[config.mk]
export PLATFORM = sky130hd
export DESIGN_NAME = bin_to_bcd_digits
export DESIGN_NICKNAME = d
export VERILOG_FILES = /design/src/rtl/bin_to_bcd_digits.sv
export SDC_FILE = /design/constraint.sdc
export NUM_CORES = 1
export LEC_CHECK = 0
export CELL_PAD_IN_SITES_DETAIL_PLACEMENT = 2
export CELL_PAD_IN_SITES_GLOBAL_PLACEMENT = 2
export CORE_AREA = 2 2 99 101
export DETAILED_ROUTE_END_ITERATION = 7
export DIE_AREA = 0 0 101 103
export GPL_TIMING_DRIVEN = 0
export PLACE_DENSITY_LB_ADDON = 0.1
export SYNTH_ARGS = -nofsm -noshare
export SYNTH_HDL_FRONTEND = slang
export SYNTH_SLANG_ARGS = --single-unit
[constraint.sdc]
create_clock -name i_Clk -period 2.4 [get_ports i_Clk]
set_clock_uncertainty 0.2 [all_clocks]
set_input_delay 0.48 -clock i_Clk [delete_from_list [all_inputs] [get_ports i_Clk]]
set_output_delay 0.48 -clock i_Clk [all_outputs]
set_load 0.01 [all_outputs]
[src/rtl/bin_to_bcd_digits.sv]
// -----------------------------------------------------------------------------
// bin_to_bcd_digits
//
// Sequential double-dabble converter: turns an unsigned binary value into four
// BCD digits for a 4-digit seven-segment display driver. One shift per input
// bit, then a single DONE cycle that loads the output digits. Values above
// 9999 saturate the display to 9999 and raise o_Overflow.
//
// Ports:
//   i_Clk       system clock, rising edge
//   i_Reset     synchronous, active-high reset
//   i_Start     conversion request, sampled only while idle
//   i_Binary    unsigned value, captured on the accepted start edge
//   o_Digit_1   ones digit (rightmost anode), BCD 0..9
//   o_Digit_2   tens digit
//   o_Digit_3   hundreds digit
//   o_Digit_4   thousands digit
//   o_Busy      conversion in progress
//   o_Done      one-cycle pulse, new digits valid
//   o_Overflow  last converted value exceeded 9999
// -----------------------------------------------------------------------------
module bin_to_bcd_digits #(
   parameter int c_Input_Width = 14
) (
   input  logic                     i_Clk,
   input  logic                     i_Reset,
   input  logic                     i_Start,
   input  logic [c_Input_Width-1:0] i_Binary,
   output logic [3:0]               o_Digit_1,
   output logic [3:0]               o_Digit_2,
   output logic [3:0]               o_Digit_3,
   output logic [3:0]               o_Digit_4,
   output logic                     o_Busy,
   output logic                     o_Done,
   output logic                     o_Overflow
);

   localparam int                 CNT_W     = $clog2(c_Input_Width + 1);
   localparam logic [CNT_W-1:0]   CNT_LOAD  = CNT_W'(c_Input_Width);
   localparam logic [CNT_W-1:0]   CNT_LAST  = CNT_W'(1);
   localparam logic [31:0]        MAX_SHOWN = 32'd9999;

   typedef enum logic [1:0] {
      IDLE  = 2'd0,
      SHIFT = 2'd1,
      DONE  = 2'd2
   } state_t;

   state_t                     state_r;
   logic [c_Input_Width-1:0]   bin_r;
   logic [c_Input_Width-1:0]   captured_r;
   logic [15:0]                bcd_r;
   logic [CNT_W-1:0]           count_r;
   logic [3:0]                 digit_1_r;
   logic [3:0]                 digit_2_r;
   logic [3:0]                 digit_3_r;
   logic [3:0]                 digit_4_r;
   logic                       busy_r;
   logic                       done_r;
   logic                       overflow_r;

   logic [15:0]                bcd_next_s;
   logic [c_Input_Width-1:0]   bin_next_s;
   logic                       overflow_s;

   // Add 3 to a BCD nibble that is 5 or more so the following shift carries
   // correctly into the next decade.
   function automatic logic [3:0] dabble_nibble(input logic [3:0] nib);
      logic [3:0] res;
      if (nib >= 4'd5) begin
         res = nib + 4'd3;
      end else begin
         res = nib;
      end
      return res;
   endfunction

   // Adjust all four nibbles on the pre-shift value, then shift in the next
   // binary MSB. The bit shifted out of the top nibble only occurs for values
   // above 9999, which are saturated separately.
   function automatic logic [15:0] dabble_shift(input logic [15:0] bcd,
                                                input logic        msb);
      logic [15:0] adj;
      adj = {dabble_nibble(bcd[15:12]), dabble_nibble(bcd[11:8]),
             dabble_nibble(bcd[7:4]),   dabble_nibble(bcd[3:0])};
      return {adj[14:0], msb};
   endfunction

   // Next accumulator / binary shift values and overflow decision.
   always_comb begin
      bcd_next_s = dabble_shift(bcd_r, bin_r[c_Input_Width-1]);
      bin_next_s = {bin_r[c_Input_Width-2:0], 1'b0};
      overflow_s = (32'(captured_r) > MAX_SHOWN);
   end

   // Conversion FSM with registered digits and status flags.
   always_ff @(posedge i_Clk) begin
      if (i_Reset) begin
         state_r    <= IDLE;
         bin_r      <= '0;
         captured_r <= '0;
         bcd_r      <= 16'd0;
         count_r    <= '0;
         digit_1_r  <= 4'd0;
         digit_2_r  <= 4'd0;
         digit_3_r  <= 4'd0;
         digit_4_r  <= 4'd0;
         busy_r     <= 1'b0;
         done_r     <= 1'b0;
         overflow_r <= 1'b0;
      end else begin
         done_r <= 1'b0;
         case (state_r)
            IDLE: begin
               if (i_Start) begin
                  bin_r      <= i_Binary;
                  captured_r <= i_Binary;
                  bcd_r      <= 16'd0;
                  count_r    <= CNT_LOAD;
                  busy_r     <= 1'b1;
                  state_r    <= SHIFT;
               end else begin
                  state_r    <= IDLE;
               end
            end
            SHIFT: begin
               bcd_r   <= bcd_next_s;
               bin_r   <= bin_next_s;
               count_r <= count_r - CNT_LAST;
               if (count_r == CNT_LAST) begin
                  state_r <= DONE;
               end else begin
                  state_r <= SHIFT;
               end
            end
            DONE: begin
               if (overflow_s) begin
                  digit_1_r <= 4'd9;
                  digit_2_r <= 4'd9;
                  digit_3_r <= 4'd9;
                  digit_4_r <= 4'd9;
               end else begin
                  digit_1_r <= bcd_r[3:0];
                  digit_2_r <= bcd_r[7:4];
                  digit_3_r <= bcd_r[11:8];
                  digit_4_r <= bcd_r[15:12];
               end
               overflow_r <= overflow_s;
               done_r     <= 1'b1;
               busy_r     <= 1'b0;
               state_r    <= IDLE;
            end
            default: begin
               busy_r  <= 1'b0;
               state_r <= IDLE;
            end
         endcase
      end
   end

   assign o_Digit_1  = digit_1_r;
   assign o_Digit_2  = digit_2_r;
   assign o_Digit_3  = digit_3_r;
   assign o_Digit_4  = digit_4_r;
   assign o_Busy     = busy_r;
   assign o_Done     = done_r;
   assign o_Overflow = overflow_r;

endmodule

Yosys cells after proc, flatten, opt, wreduce, memory -nomap -nowiden
Cells that the tools add are included.
Cells by class
  $add $sub $neg: 5
  $mul: 0
  divide/modulo/power cells: 0
  $lt $le $gt $ge: 5
  equal/unequal tests: 4
  shift operators: 0
  muxes and demuxes: 20
  bitwise logic cells: 1
  reduce and logical (&&, ||, !) cells: 5
Operators by type and width (number)
  2-to-1 mux 4 bit: 8
  case mux 16 bit (2 select lines): 1
  case mux 14 bit (2 select lines): 1
  >= comparator 4 x 3 -> 1 bit (second input constant): 4
  2-to-1 mux 16 bit: 1
  greater-than comparator 14 bit (second input constant): 1
  2-to-1 mux 14 bit: 1
  adder 4 x 2 -> 4 bit (second input constant): 3
  case mux 4 bit (2 select lines): 1
  AND reduction 2 bit: 3
  == test 4 x 1 -> 1 bit (second input constant): 1
  case mux 2 bit (2 select lines): 1
  subtractor 4 x 1 -> 4 bit (second input constant): 1
  adder 3 x 2 -> 3 bit (second input constant): 1
  2-to-1 mux 1 bit: 3
  2-to-1 mux 3 bit: 1
  == test 2 x 1 -> 1 bit (second input constant): 1
  == test 2 bit (second input constant): 1
  zero test 2 bit: 1
  2-to-1 mux 2 bit: 1
  != test 2 bit (second input constant): 1
  case mux 1 bit (2 select lines): 1
  nonzero test 2 bit: 1
  inverter 1 bit: 1
Storage, ports and cells
  flip-flop bits (word level): 69
  latch bits: 0
  memory bits (writable): 0
  ROM bits: 0
  bits of input ports: 17
  output and inout bits: 19
  word-level logic and storage cells: 52
  memories: 0

Longest topological paths before layout
Gate-level depths: netlist of run 1.
  depth in word-level cells: 3
  depth in mapped cells: 6

Least setup slack after synthesis of run 1
No wires, ideal clock.
  path type: input -> register
  start point: input port i_Reset
  end point: register bin_r[0]
  library setup time: 0.132 ns
  arrival: 1.298 ns
  setup slack: 0.769 ns
  stages: 4
  path buffers: 3
  cell sequence: clkbuf_1 -> clkbuf_1 -> clkbuf_1 -> a21oi_1
RTL lines
  start, declared: line 26  | input logic i_Reset,
  end signal, assigned: line 116  | bin_r <= i_Binary;
  end signal, assigned: line 128  | bin_r <= bin_next_s;
  end, declared: line 50  | logic [c_Input_Width-1:0] bin_r;
No word-level cell between the ends.

Worst setup path in the final report of run 1
  start point: register digit_4_r[3], in the netlist o_Digit_4[3]
  end point: output port o_Digit_4[3]
RTL lines
  start, declared: line 57  | logic [3:0] digit_4_r;
  start signal, assigned: line 146  | digit_4_r <= bcd_r[15:12];
  end, declared: line 32  | output logic [3:0] o_Digit_4,
No word-level cell between the ends.

==> flow_summary.ini, run 1 <==
[synthesis]
synth_nets = 355
yosys_warnings = 0
async_flop_share_pct = 0
syn-instance-count = 328
synth.distinct_cells = 33
synth_edf_count = 0
ys_seq_area_share_pct = 45.6
synth_area_sq_mm = 0.00286
synth_ff_type = dfxtp_1
yosys_register_bits = 65
avgSynthCellArea_sq_um = 8.71

[timing]
slew-limit-headroom_pct = 52.1
rsz0062_at_grt = false
setup_viol = 0
fmax_mhz = 509
setup-tns-final_ns = 0
finalHoldViolCount = 0
period_minus_slack_ns = 1.96
worst_pin_slew_ns = 0.718
final_max_slew_viol_count = 0
timing.final.crit_share_pct = 81.9
finalWorstSetupSlack_ns = 0.435

[global_route]
grt_busiest_layer = met2
grt_usage_pct = 17.7
antenna_found_initial = 0
first_global_vias = 2786
grt_use_met1_pct = 18.9
grt_first_pass_wirelength_microns = 14100
gr-usage-met3_pct = 4.68
grt_start_max_net_pins = 12
use_met2_pct = 35.0
grt_overflow = 0

[power]
power.internal_uw = 1860
vdd_drop_max_mv = 0.241
sw_frac_of_total_pct = 24.5
clock_power_share_pct = 43.5
seqPwrFrac_pct = 46.7
p_comb_share_pct = 9.8
powerDensity_mw_per_mm2 = 691
p_switching_uw = 605
p_leak_uw = 0.00131

[hold_path]
hp-class = reg2reg

[floorplan]
die-area_sq_mm = 0.0104
die_h_microns = 103
row_count = 36
io_pins = 36
coreArea_sq_mm = 0.00946
die_w_microns = 101
initial_core_util_pct = 30.2

[final_layout]
final_common_cell = nand2_1
area_growth_pct = 24.9
layout-drive-gt1-share_pct = 11.1
design_area_sq_mm = 0.00357
final_cell_mix = nand2_1 (66), dfxtp_1 (65), clkdlybuf4s50_1 (34), nor2_1 (33), a21oi_1 (31)
n_antenna_cell = 0
nFillCells = 1060
layout.nets = 400

[place]
preCtsSetupSlack_ns = 0.192
placed_area_sq_mm = 0.00334
gp_congestion = 0.711
portBuffers = 34
place_hpwl_microns = 6100

[clock_network]
post_cts_resized = 0
cts-buffers-inserted = 9
hold_buffers = 0
clkLatencyLatePin_ns = 0.34
clk_pin_slew_ns = 0.08
root_buffer = clkbuf_8
postCtsSetupBuffers = 0
htree_levels = 3
clockBufferDepth = 2
cts_tree = built
cts_sinks = 65

[routing]
drt_pass1_iterations = 4
vias = 2507
post_drt_wl_per_cell_microns = 17.2
antenna_left = 0
viasPerCell = 5.10
routed_wirelength_microns = 8470
drtIter0Drc = 26
drc = 0

[setup_path]
worstPathArrival_ns = 1.28
cp.required_ns = 1.72
cp-end-kind = output port
cp_max_fo = 3
crit_family = buffers and inverters
worst_path_max_delay_cell = clkdlybuf4s50_1
critPathMaxStageDelay_ns = 0.56
start_kind = flop
path_cells = clkdlybuf4s50_1
path_class = reg2out
timing.critical_path.buf_inv = 1

[run_status]
status = finished, final reports clean

[run]
max-cap-violations = 0
-- cell usage after synthesis (7+ instances only) --
cell type	number	area share [%]
buf_2	7	1.2
o22ai_1	8	1.8
inv_1	10	1.3
mux2i_1	12	4.2
dfxtp_1	65	46
o21ai_0	9	1.6
a21oi_1	31	5.4
ha_1	10	4.4
nor2_1	33	4.3
a311oi_1	8	2.5
clkbuf_1	7	0.92
nand2_1	66	8.7
a22o_1	11	3.4
-- kinds of logic after synthesis --
family,after synthesis,synth area share [%]
XOR/XNOR,9,2.76
adder cells (fa/ha/maj),10,4.38
AO/OA/AOI/OAI,78,19.4
multiplexers,12,4.21
AND/OR/NAND/NOR,122,18.2
flip-flops,65,45.6
buffers and inverters,32,5.56
-- power groups by stage --
stage | combinational, uW | clock [uW] | sequential, uW
final | 241 | 1070 | 1150
after global routing | 270 | 1160 | 1160
after detailed placement | 248 | 0 | 1180
after global placement | 240 | 0 | 1180
after CTS | 249 | 1110 | 1150
after floorplan | 156 | 0 | 1170
-- routing by layer --
| metal | vias to the layer above | wire (microns) |
|---|---|---|
| met5 | - | 0 |
| met4 | 0 | 79 |
| met3 | 7 | 208 |
| met2 | 29 | 4760 |
| met1 | 1253 | 3430 |
| li1 | 1218 | - |
-- registers in the layout, summed over array words and instances (netlist names) --
register    flops
bcd_r          16
bin_r          14
captured_r     10
count_r         4
o_Digit_1       4
o_Digit_2       4
o_Digit_3       4
o_Digit_4       4
state_r         2
o_Busy          1
o_Done          1
o_Overflow      1
-- cell type report --
class                      instances  area (sq um)  share of cell area, %
clock inverter                     5          77.6                   2.17
tap                              114           143                   4.00
buffer                            21           118                   3.30
inverter                          11          41.3                   1.16
timing repair buffer              34           340                   9.54
sequential                        65          1300                   36.5
clock buffer                      11           151                   4.24
multi-input combinational        231          1400                   39.1
-- metrics by stage --
stage | power, uW | hold WS, ns | utilization, % | cells
floorplan | 1330 | 0.236 | - | 328
global placement | 1420 | 0.243 | 35.3 | 476
detailed placement | 1430 | 0.252 | 35.3 | 476
CTS | 2510 | 0.263 | 37.7 | 492
global route | 2590 | 0.279 | 37.7 | 492
finish | 2460 | 0.258 | 37.7 | 492
-- path summary, 6_finish.rpt --
check	slack (ns)	end	depth (start not counted)	startpoint
setup / recovery	0.44	o_Digit_4[3]	1	o_Digit_4[3]$_SDFFE_PP0P_
hold / removal	0.26	captured_r[12]$_SDFFE_PP0N_	2	captured_r[12]$_SDFFE_PP0N_
setup reg to reg	0.57	o_Overflow$_SDFFE_PP0P_	4	captured_r[10]$_SDFFE_PP0N_
hold reg to reg	0.26	captured_r[12]$_SDFFE_PP0N_	2	captured_r[12]$_SDFFE_PP0N_
(Power assumes the default switching activity.)
==> run 2: changes to the inputs <==
CORE_AREA = 2 2 101 103   (was 2 2 99 101)
DIE_AREA = 0 0 103 105   (was 0 0 101 103)
clock period = 1.6 ns   (was 2.4 ns; I/O delays follow)
==> run 2 against run 1 <==
Effect of this change: global-route usage is 0.36 points lower; worst setup slack worse by 0.41 ns; sequential cell count stayed put; hold slack worse by 0.00069 ns; register-to-register slack worse by 0.54 ns; sequential power is 50% higher; power is 48% higher; die area is 4.0% higher; critical path type is now reg2reg; largest cell class unchanged.
==> flow_summary.ini, run 2 (synthesis results as in run 1) <==
[setup_path]
cp-end-kind = flop
start_kind = flop
cp.required_ns = 1.69
worstPathArrival_ns = 1.67
path_class = reg2reg
cp_max_fo = 3

[power]
power.internal_uw = 2710
p_leak_uw = 0.00147
seqPwrFrac_pct = 47.3
clock_power_share_pct = 42.2
p_comb_share_pct = 10.5
sw_frac_of_total_pct = 25.8
vdd_drop_max_mv = 0.364
p_switching_uw = 940
powerDensity_mw_per_mm2 = 960

[timing]
final_max_slew_viol_count = 0
period_minus_slack_ns = 1.57
finalWorstSetupSlack_ns = 0.0288
worst_pin_slew_ns = 0.779
finalHoldViolCount = 0
timing.final.crit_share_pct = 98.2
slew-limit-headroom_pct = 48.0
setup_viol = 0
fmax_mhz = 636
timing.hold.ws_ns = 0.257
rsz0062_at_grt = true

[global_route]
antenna_found_initial = 0
first_global_vias = 2764
grt_start_max_net_pins = 12
grt_overflow = 0
grt_first_pass_wirelength_microns = 14400
grt_usage_pct = 17.4

[final_layout]
n_antenna_cell = 0
largestRegisters = bcd_r x16, bin_r x14, captured_r x10
top_register = bcd_r
final_cell_mix = nand2_1 (66), dfxtp_1 (55), nor2_1 (32), a21oi_1 (27), dlygate4sd2_1 (20)
largest_reg_flops = 16
nFillCells = 1116
area_growth_pct = 33.1
design_area_sq_mm = 0.00380
layout.nets = 406
final_common_cell = nand2_1
layout-drive-gt1-share_pct = 20.1
finalNonFillerCells = 517

[routing]
drc = 0
post_drt_wl_per_cell_microns = 17.8
viasPerCell = 4.94
antenna_left = 0
drtIter0Drc = 58
vias = 2555
drt_pass1_iterations = 4
routed_wirelength_microns = 9220

[clock_network]
clkLatencyLatePin_ns = 0.34
cts_tree = built
clk_pin_slew_ns = 0.08
htree_levels = 3
root_buffer = clkbuf_8
hold_buffers = 0
cts_sinks = 65
cts-buffers-inserted = 9
clockBufferDepth = 2

[place]
portBuffers = 34
placed_area_sq_mm = 0.00336
place_hpwl_microns = 6260
preCtsSetupSlack_ns = -0.423
gp_congestion = 0.725
placed_cells = 495

[floorplan]
die_w_microns = 103
die_h_microns = 105
row_count = 36
die-area_sq_mm = 0.0108
io_pins = 36
coreArea_sq_mm = 0.00964
initial_core_util_pct = 29.6

[run_status]
status = finished, final reports clean

[run]
max-cap-violations = 0

[hold_path]
hp-class = reg2reg
[run 2: cell types whose count changed in the layout (fill, tap and decap cells not counted), sizes merged]
cell	previous run	this run
buf	14	21
clkinv	2	3
dlygate4sd2	0	20
clkbuf	18	16
clkdlybuf4s50	34	14
[run 2: per-stage QoR]
| step | total power [uW] | TNS [ns] | util [%] |
|---|---|---|---|
| 2_1_floorplan | 1990 | 0 | - |
| 3_3_place_gp | 2120 | -16.45 | 34.9 |
| 4_1_cts | 3690 | 0 | 37.6 |
| 3_5_place_dp | 2140 | -18.39 | 34.9 |
| 6_report | 3650 | 0 | 39.4 |
| 5_1_grt | 3820 | -0.118 | 39.4 |
[run 2: power by group through the flow]
stage	Combinational, uW	Clock (uW)	Sequential (uW)
6_report	382	1540	1730
3_5_place_dp	370	0	1770
2_1_floorplan	234	0	1760
4_1_cts	374	1600	1730
3_3_place_gp	360	0	1760
5_1_grt	427	1660	1740
[run 2: cell type report]
| type | instances | area, sq um | area share [%] |
|---|---|---|---|
| Inverter | 11 | 41.3 | 1.09 |
| Clock buffer | 10 | 128 | 3.36 |
| Buffer | 20 | 160 | 4.21 |
| Clock inverter | 6 | 82.6 | 2.17 |
| Tap cell | 133 | 166 | 4.38 |
| Sequential cell | 65 | 1320 | 34.8 |
| Timing Repair Buffer | 41 | 368 | 9.68 |
| Multi-Input combinational cell | 231 | 1530 | 40.3 |
[run 2: path summary, 6_finish.rpt]
check                                                 end  slack (ns)  depth (start not counted)                 startpoint
worst max-delay path               bcd_r[10]$_SDFFE_PP0P_        0.03                          6      bcd_r[9]$_SDFFE_PP0P_
worst min-delay path            o_Digit_3[2]$_SDFFE_PP0P_        0.26                          2  o_Digit_3[2]$_SDFFE_PP0P_
worst max register to register     bcd_r[10]$_SDFFE_PP0P_        0.03                          6      bcd_r[9]$_SDFFE_PP0P_
worst min register to register  o_Digit_3[2]$_SDFFE_PP0P_        0.26                          2  o_Digit_3[2]$_SDFFE_PP0P_
[run 2: critical path: stages, from the launching register on]
cell,delay [ns]
dfxtp_4,0.36
inv_2,0.06
ha_1,0.18
nand2b_4,0.15
a21oi_4,0.20
mux2i_1,0.23
a22o_1,0.14
[run 2: per-layer routing]
layer / share of wire, % / track usage, %
met5: 0 / 0
met4: 1.0 / 4.42
met3: 2.6 / 4.21
met2: 55 / 32.3
met1: 41 / 19.3
[run 2: repair_timing]
| action | in CTS | in global routing |
|---|---|---|
| setup endpoints to repair | 77 | 43 |
| pin swaps | 6 | 7 |
| resized for setup | 40 | 37 |
| setup buffers | 4 | 3 |
==> run 3: changes to the inputs <==
CORE_AREA = 2 2 99 101   (was 2 2 101 103)
CTS_CLUSTER_SIZE = 8   (was not set)
DIE_AREA = 0 0 101 103   (was 0 0 103 105)
DONT_BUFFER_PORTS = 1   (was not set)
==> run 3 against run 2 <==
Effect of this change: wire length shrank 6.3%; non-clock buffer count is 17 lower; register-to-register slack better by 0.04 ns; via count is 4.4% lower; first-iteration DRC count decreased by 48%; clock power increased by 3%; critical endpoint is now bin_r[11]$_SDFFE_PP0P_; largest cell class unchanged.
==> flow_summary.ini, run 3 (synthesis results as in run 1) <==
[floorplan]
coreArea_sq_mm = 0.00946
row_count = 36
die_h_microns = 103
initial_core_util_pct = 30.2
die_w_microns = 101
die-area_sq_mm = 0.0104
io_pins = 36

[global_route]
antenna_found_initial = 0
grt_start_max_net_pins = 13
grt_overflow = 0
grt_usage_pct = 18.0
first_global_vias = 2633
grt_first_pass_wirelength_microns = 13900

[final_layout]
fin_util_pct = 38.3
design_area_sq_mm = 0.00362
nFillCells = 1056
largestRegisters = bcd_r x16, bin_r x14, captured_r x10
final_common_cell = nand2_1
layout.nets = 389
multi_input_area_sq_mm = 0.00151
finalNonFillerCells = 481
seqCellArea_sq_mm = 0.00133
largest_reg_flops = 16
final_cell_mix = nand2_1 (66), dfxtp_1 (55), nor2_1 (31), a21oi_1 (26), dlygate4sd3_1 (15)
n_antenna_cell = 0
layout-drive-gt1-share_pct = 22.6
area_growth_pct = 26.8
top_register = bcd_r

[routing]
routed_wirelength_microns = 8640
antenna_left = 0
post_drt_wl_per_cell_microns = 18.0
drtIter0Drc = 30
drt_pass1_iterations = 4
drc = 0
vias = 2443
viasPerCell = 5.08

[timing]
slew-limit-headroom_pct = 51.9
setup_viol = 0
timing.final.crit_share_pct = 95.4
worst_pin_slew_ns = 0.722
setup-tns-final_ns = 0
period_minus_slack_ns = 1.53
final_max_slew_viol_count = 0
fmax_mhz = 655
finalHoldViolCount = 0

[clock_network]
root_buffer = clkbuf_8
clkLatencyLatePin_ns = 0.36
cts_tree = built
clk_pin_slew_ns = 0.08
clockBufferDepth = 2
cts-buffers-inserted = 9
htree_levels = 3
cts_sinks = 65

[place]
portBuffers = 0
placed_cells = 442
place_hpwl_microns = 5930
placed_area_sq_mm = 0.00300
gp_congestion = 0.738

[power]
p_leak_uw = 0.00133
vdd_drop_max_mv = 0.413
powerDensity_mw_per_mm2 = 1020

[setup_path]
cp_max_fo = 10
cp-end-kind = flop
cp.required_ns = 1.66
start_kind = flop
worstPathArrival_ns = 1.59
path_class = reg2reg

[run]
max-cap-violations = 0

[hold_path]
hp-class = in2reg

[run_status]
status = finished, final reports clean
[run 3: power by group]
group          leakage, uW  switching, uW  internal (uW)
Combinational     0.000684            224            162
Clock             0.000109            706            876
Sequential        0.000536           47.8           1680
[run 3: area by class of cell]
class / count / area share (%)
Timing Repair Buffer: 24 / 6.01
Sequential cell: 65 / 36.6
Inverter: 11 / 1.14
Buffer: 20 / 4.42
Multi-Input combinational cell: 231 / 41.8
Tap cell: 114 / 3.94
Clock buffer: 9 / 3.42
Clock inverter: 7 / 2.63
[run 3: metal layers]
metal / up-vias / share of wire [%] / GRT usage (%) / routed length (microns)
met4: 0 / 1.7 / 6.96 / 149
met3: 12 / 3.7 / 4.54 / 318
met2: 36 / 52 / 32.9 / 4500
met5: - / 0 / 0 / 0
met1: 1195 / 42 / 20.1 / 3660
li1: 1200 / - / - / -
[run 3: worst paths after layout]
path                                     from                     endpoint  slack, ns  cells after the start
hold reg to reg   captured_r[11]$_SDFFE_PP0N_  captured_r[11]$_SDFFE_PP0N_       0.26                      2
setup / recovery        state_r[1]$_SDFF_PP0_       bin_r[11]$_SDFFE_PP0P_       0.07                      5
hold / removal                        i_Start        bin_r[0]$_SDFFE_PP0P_       0.07                      3
setup reg to reg        state_r[1]$_SDFF_PP0_       bin_r[11]$_SDFFE_PP0P_       0.07                      5
[run 3: through the flow]
stage               worst slack [ns]  total power, uW  hold slack [ns]
finish                        0.0733             3690           0.0687
global route                 -0.0106             3880           0.0802
global placement              -0.381             2080            0.247
detailed placement            -0.371             2090            0.255
floorplan                     0.0328             1990            0.236
CTS                          0.00127             3700           0.0630
[run 3: critical path, stage by stage (launching register included)]
cell      delay (ns)
dfxtp_4         0.39
o21ba_2         0.27
buf_8           0.14
buf_8           0.14
nor2_1          0.05
a311oi_2        0.23
[run 3: repair_timing]
item | 4_1_cts | 5_1_grt
buffers inserted | 1 | 8
hold buffers | 15 | 0
pin swaps | 4 | 7
hold endpoints to repair | 25 | 0
gates resized for setup | 16 | 43
endpoints found under the setup margin | 47 | 55
